File: config.mk
export PLATFORM = sky130hd
export DESIGN_NAME = io_uart_tx
export DESIGN_NICKNAME = d
export VERILOG_FILES = /design/src/rtl/io_uart_tx.sv
export SDC_FILE = /design/constraint.sdc
export NUM_CORES = 1
export LEC_CHECK = 0
export CAP_MARGIN = 10
export CORE_MARGIN = 5
export CORE_UTILIZATION = 50
export CTS_CLUSTER_DIAMETER = 120
export CTS_CLUSTER_SIZE = 24
export DETAILED_ROUTE_END_ITERATION = 10
export PLACE_DENSITY = 0.67
export SYNTH_ARGS = -nofsm -noshare
export SYNTH_HDL_FRONTEND = slang
export SYNTH_SLANG_ARGS = --single-unit
File: constraint.sdc
create_clock -name clk -period 10.8 [get_ports clk]
set_input_delay 3.24 -clock clk [delete_from_list [all_inputs] [get_ports clk]]
set_output_delay 3.24 -clock clk [all_outputs]
set_load 0.02 [all_outputs]
File: src/rtl/io_uart_tx.sv
// io_uart_tx
//   Consumer end of the CPU output port. Every io_write strobe captures a
//   64-bit word into a small FIFO; a transmit FSM pops words one at a time and
//   sends each one as eight 8N1 UART frames, least-significant byte first.
//
// Ports
//   clk        : system clock, all logic on the rising edge
//   rst        : synchronous active-high reset
//   io_write   : single-cycle strobe, io_data is valid this cycle
//   io_data    : 64-bit word to transmit
//   tx         : UART serial line, idles high
//   busy       : high while the transmit FSM is not idle
//   fifo_count : words waiting in the FIFO (the word being shifted is excluded)
//   overflow   : sticky flag, a write was dropped because the FIFO was full
module io_uart_tx #(
    parameter int CLKS_PER_BIT = 16,
    parameter int DEPTH        = 8
) (
    input  logic                         clk,
    input  logic                         rst,
    input  logic                         io_write,
    input  logic [63:0]                  io_data,
    output logic                         tx,
    output logic                         busy,
    output logic [$clog2(DEPTH+1)-1:0]   fifo_count,
    output logic                         overflow
);

    localparam int PTR_W  = $clog2(DEPTH);
    localparam int CNT_W  = $clog2(DEPTH + 1);
    localparam int BAUD_W = $clog2(CLKS_PER_BIT);

    typedef enum logic [1:0] {
        S_IDLE,
        S_START,
        S_DATA,
        S_STOP
    } state_e;

    // ------------------------------------------------------------------
    // FIFO
    // ------------------------------------------------------------------
    logic [63:0]      mem_q [DEPTH];
    logic [PTR_W-1:0] wr_ptr_q;
    logic [PTR_W-1:0] rd_ptr_q;
    logic [CNT_W-1:0] count_q;
    logic             overflow_q;

    state_e state_q;
    state_e state_d;

    logic full;
    logic pop;
    logic push;
    logic drop;

    // The pop decision uses the pre-edge count, so a word pushed into an
    // empty FIFO cannot be popped on the same edge.
    assign pop  = (state_q == S_IDLE) && (count_q != '0);
    assign full = (count_q == CNT_W'(DEPTH));
    // A pop on the same edge frees a slot, so a write at full is still taken.
    assign push = io_write && (!full || pop);
    assign drop = io_write && full && !pop;

    // NOTE: sequential state is updated with non-blocking assignments so every
    // register samples pre-edge values regardless of process evaluation order.
    always_ff @(posedge clk) begin
        if (rst) begin
            wr_ptr_q   <= '0;
            rd_ptr_q   <= '0;
            count_q    <= '0;
            overflow_q <= 1'b0;
        end else begin
            if (push) wr_ptr_q <= wr_ptr_q + PTR_W'(1);
            if (pop)  rd_ptr_q <= rd_ptr_q + PTR_W'(1);
            case ({push, pop})
                2'b10:   count_q <= count_q + CNT_W'(1);
                2'b01:   count_q <= count_q - CNT_W'(1);
                default: count_q <= count_q;
            endcase
            if (drop) overflow_q <= 1'b1;
        end
    end

    // NOTE: the storage array has no reset; emptiness is tracked by the
    // pointers and count, so stale contents are never observed.
    always_ff @(posedge clk) begin
        if (push) mem_q[wr_ptr_q] <= io_data;
    end

    // ------------------------------------------------------------------
    // Transmit FSM
    // ------------------------------------------------------------------
    logic [BAUD_W-1:0] baud_q,  baud_d;
    logic [2:0]        bit_q,   bit_d;
    logic [2:0]        byte_q,  byte_d;
    logic [63:0]       shift_q, shift_d;
    logic              tx_q,    tx_d;
    logic              baud_done;
    logic [7:0]        cur_byte;

    assign baud_done = (baud_q == BAUD_W'(CLKS_PER_BIT - 1));
    assign cur_byte  = shift_q[7:0];

    always_ff @(posedge clk) begin
        if (rst) begin
            state_q <= S_IDLE;
            baud_q  <= '0;
            bit_q   <= '0;
            byte_q  <= '0;
            shift_q <= '0;
            tx_q    <= 1'b1;
        end else begin
            state_q <= state_d;
            baud_q  <= baud_d;
            bit_q   <= bit_d;
            byte_q  <= byte_d;
            shift_q <= shift_d;
            tx_q    <= tx_d;
        end
    end

    // tx is registered: each branch loads the level the line must carry
    // from the next edge onwards.
    // NOTE: every signal gets a default before the case so no path leaves a
    // value unassigned and no latch is inferred.
    always_comb begin
        state_d = state_q;
        baud_d  = baud_q;
        bit_d   = bit_q;
        byte_d  = byte_q;
        shift_d = shift_q;
        tx_d    = tx_q;

        case (state_q)
            S_IDLE: begin
                tx_d = 1'b1;
                if (pop) begin
                    shift_d = mem_q[rd_ptr_q];
                    byte_d  = '0;
                    baud_d  = '0;
                    tx_d    = 1'b0;
                    state_d = S_START;
                end
            end
            S_START: begin
                if (baud_done) begin
                    baud_d  = '0;
                    bit_d   = '0;
                    tx_d    = cur_byte[0];
                    state_d = S_DATA;
                end else begin
                    baud_d = baud_q + BAUD_W'(1);
                end
            end
            S_DATA: begin
                if (baud_done) begin
                    baud_d = '0;
                    if (bit_q == 3'd7) begin
                        tx_d    = 1'b1;
                        state_d = S_STOP;
                    end else begin
                        bit_d = bit_q + 3'd1;
                        tx_d  = cur_byte[bit_d];
                    end
                end else begin
                    baud_d = baud_q + BAUD_W'(1);
                end
            end
            S_STOP: begin
                if (baud_done) begin
                    baud_d = '0;
                    if (byte_q != 3'd7) begin
                        // Next byte starts immediately, no idle gap.
                        byte_d  = byte_q + 3'd1;
                        shift_d = shift_q >> 8;
                        tx_d    = 1'b0;
                        state_d = S_START;
                    end else begin
                        tx_d    = 1'b1;
                        state_d = S_IDLE;
                    end
                end else begin
                    baud_d = baud_q + BAUD_W'(1);
                end
            end
            default: begin
                tx_d    = 1'b1;
                state_d = S_IDLE;
            end
        endcase
    end

    assign tx         = tx_q;
    assign busy       = (state_q != S_IDLE);
    assign fifo_count = count_q;
    assign overflow   = overflow_q;

endmodule

==> summary.md <==
| Metric | Value |
|---|---|
| Dpl hpwl | `24000 µm` |
| Post-synth EDFFs | `512` |
| Final setup margin | `5.21 ns` |
| Initial Utilization | `0.506` |
| Share of cells above drive strength 1 | `0.170` |
| Root Driver | `clkbuf_16` |
| I/O Buffers | `73` |
| Req. time, crit path | `7.56 ns` |
| Gr ovfl total | `0` |
| Number of synthesized register bits | `603` |
| Top sig layer | `met4` |
| Antenna Nets Post-Route | `0` |
| Syn Inst Count | `1186` |
| Leading area contributor after synthesis | `edfxtp_1` |
| Compound-Gate Fraction of Synth Area | `0.0579` |
| CP max-delay cell | `clkdlybuf4s50_1` |
| Buf+Inv Stages, Crit Path | `3` |
| Total power | `4.86 mW` |
| Simple-Gate Fraction of Synth Area | `0.0218` |
| Largest family of logic cells by synthesized area | `multiplexers` |
| Synth top area cells | `edfxtp_1 (67%), mux4_2 (13%), dfxtp_1 (7.9%)` |
| Final Setup Violations | `0` |
| Post-CTS Hold Buffers | `0` |
| YS warnings | `0` |
| Main synth FF type | `edfxtp_1` |
| Crit path arrival time | `2.35 ns` |
| Post-DR wirelength/cell | `23.7 µm` |
| Final Util | `0.554` |
| Crit-path cells | `inv_1 > ha_1 > inv_1 > clkdlybuf4s50_1` |
| Die span in y | `225 µm` |
| Synth Area in Adders | `0.00706` |
| Global-route wire length before repair | `67700 µm` |
| Initial DRC Count | `892` |
| Drt total wl | `44100 µm` |
| Clock Skew | `0.0306 ns` |
| Mean Syn Cell Area | `19.4 µm²` |
| Met3 routed WL | `1800 µm` |
| Max incr delay on CP | `0.64 ns` |
| FP Rows | `78` |
| Drc violations | `0` |
| PwrDens | `193 nW/µm²` |
| Top Ports | `74` |
| LEAKAGE | `7.73 nW` |
| Min Tclk post-route | `5.59 ns` |
| Clock transition at path regs | `0.10 ns` |
| Async set-or-reset flop fraction in the synthesized netlist | `0` |
| Cell variety after synth | `52` |
| Die ar. | `50400 µm²` |
| Die X | `225 µm` |
| Largest net degree at the start of global routing | `92` |
| Core area | `45500 µm²` |
| Pre-CTS WS | `4.59 ns` |
| Xor and xnor area share after synthesis | `0.00152` |
| Gpl congestion | `0.743` |
| Final hold vios | `0` |
| Post-Syn Area | `23000 µm²` |
| Ant. Diodes | `0` |
| P&R area growth vs syn | `9.43%` |
| Post_cts resized | `0` |
| Most used cell, CP | `inv_1` |
| CTS H-Tree Depth | `1` |
| Worst skew pair latency | `0.59 ns` |
| Sum Neg Setup Slack | `0 ns` |
| CTS tree | `done` |
| Status | `finished, final reports clean` |
| Post-DR vias/cell | `5.87` |
| Cell family contributing the most delay on the critical path | `buffers and inverters` |
| Via count | `10900` |
| Vias in the first global route | `11100` |
| # clock sinks | `603` |
| Final period util | `0.517` |
| CTS Buffer Depth | `3` |
| First-pass DRT Iterations | `5` |
| Nets | `1319` |
| Post CTS Setup Buffer Count | `0` |
| RSZ-0062 raised after global routing | `false` |
| Yosys top cell area share | `0.668` |
| GRT Total Usage | `0.173` |
| Proportion of synthesized area in mux cells | `0.140` |
| Initial antenna violation count | `0` |
| Register area share after synthesis | `0.747` |
| Peak VDD IR | `140 µV` |
| CP Launch Type | `flop` |
| Cts bufs inserted | `29` |
| Worst-path maximum fanout | `10` |
| Met2 wire len | `22300 µm` |
| Syn nets | `1266` |
| FMAX | `179 MHz` |
| Worst Hold Class | `reg -> reg` |
| Setup Crit Path Kind | `reg -> out` |
| Metal-1 WL | `19500 µm` |
| Measured slew at the worst slew-check pin | `1.16 ns` |
| Final Max Slew Viols | `0` |
| Relative max-transition margin | `0.222` |
| Crit. End Element | `primary output` |
| Maxcap violations | `0` |
==> worst paths after layout <==
kind              start     endpoint  slack (ns)  cells after the start
max          state_q[0]         busy        5.21                      4
min            bit_q[1]     bit_q[1]        0.46                      2
max reg2reg  state_q[1]  mem_q[3][3]        7.47                      6
min reg2reg    bit_q[1]     bit_q[1]        0.46                      2
==> power by group <==
group | internal (mW) | switching [mW] | leakage [nW]
clock | 0.517 | 0.681 | 0.396
combinational | 0.426 | 0.493 | 1.94
sequential | 2.65 | 0.0950 | 5.40
total | 3.60 | 1.27 | 7.73
==> sequential cells by signal, summed over array words and instances (netlist names), named ones only <==
name        flops
tx              1
bit_q           3
fifo_count      4
mem_q         512
wr_ptr_q        3
shift_q        64
byte_q          3
overflow        1
baud_q          4
state_q         2
rd_ptr_q        3
==> worst register-to-register path: stages (launching register included) <==
cell,delay (ns)
dfxtp_1,0.35
inv_1,0.13
ha_1,0.43
nand2b_1,0.22
o211ai_1,0.31
nor2_4,0.72
buf_4,0.76
==> final cells by class <==
class / count / area (µm²)
fill: 3536 / 20300
sequential: 603 / 17200
multi-input combinational: 466 / 5330
timing repair buffer: 93 / 893
clock buffer: 52 / 812
tap: 600 / 751
inverter: 46 / 173
clock inverter: 1 / 30.0
==> cells by family (layout without fill, tap and decap cells) <==
| kind of cell | after synthesis | after routing |
|---|---|---|
| xor gates and xnor gates | 4 | 4 |
| AOI/OAI and AO/OA | 194 | 194 |
| muxes | 159 | 159 |
| and+or+nand+nor | 96 | 96 |
| adders and majority gates | 13 | 13 |
| buffers and inverters | 117 | 192 |
| DFF | 603 | 603 |
==> layer usage <==
metal | up-vias | global-route usage
li1 | 4924 | -
met1 | 5753 | 0.251
met2 | 225 | 0.293
met3 | 31 | 0.0194
met4 | 0 | 0.0291
met5 | - | 0
==> cells in the mapped netlist, drive strengths merged (5+ instances only) <==
| cell | count |
|---|---|
| a21oi | 67 |
| a221o | 5 |
| a22o | 41 |
| a22oi | 10 |
| buf | 40 |
| clkbuf | 31 |
| dfxtp | 91 |
| edfxtp | 512 |
| ha | 13 |
| inv | 46 |
| mux2 | 13 |
| mux2i | 16 |
| mux4 | 130 |
| nand2 | 16 |
| nand2b | 6 |
| nand3 | 20 |
| nor2 | 26 |
| nor3 | 5 |
| o21ai | 6 |
| o22ai | 41 |
| o2bb2ai | 8 |
==> layout by cell type (no fill, tap or decap), drive strengths merged, types with 2 or more instances in the layout <==
cell type      synthesis  routed
a221o                  5       5
a31oi                  2       2
clkdlybuf4s50          0      73
o2bb2ai                8       8
ha                    13      13
nor4                   2       2
or3                    3       3
nor3                   5       5
a221oi                 2       2
inv                   46      46
or4                    4       4
nor2b                  4       4
a22o                  41      41
buf                   40      20
clkbuf                31      52
o211ai                 4       4
a211o                  2       2
or2                    3       3
o22ai                 41      41
and3                   2       2
nand2b                 6       6
xor2                   4       4
mux2                  13      13
a21oi                 67      67
mux4                 130     130
mux2i                 16      16
dfxtp                 91      91
nand3                 20      20
nor2                  26      26
nand2                 16      16
nand4                  2       2
edfxtp               512     512
a22oi                 10      10
o21ai                  6       6
==> per-stage QoR <==
| stage | hold WS [ns] | instance area (µm²) | std cells |
|---|---|---|---|
| after floorplan | 0.432 | 23000 | 1186 |
| after global placement | 0.446 | 24400 | 1808 |
| after detailed placement | 0.450 | 24400 | 1808 |
| after CTS | 0.464 | 25200 | 1861 |
| after global routing | 0.493 | 25200 | 1861 |
| final | 0.462 | 25200 | 1861 |
Power figures use the tool's default switching activity.
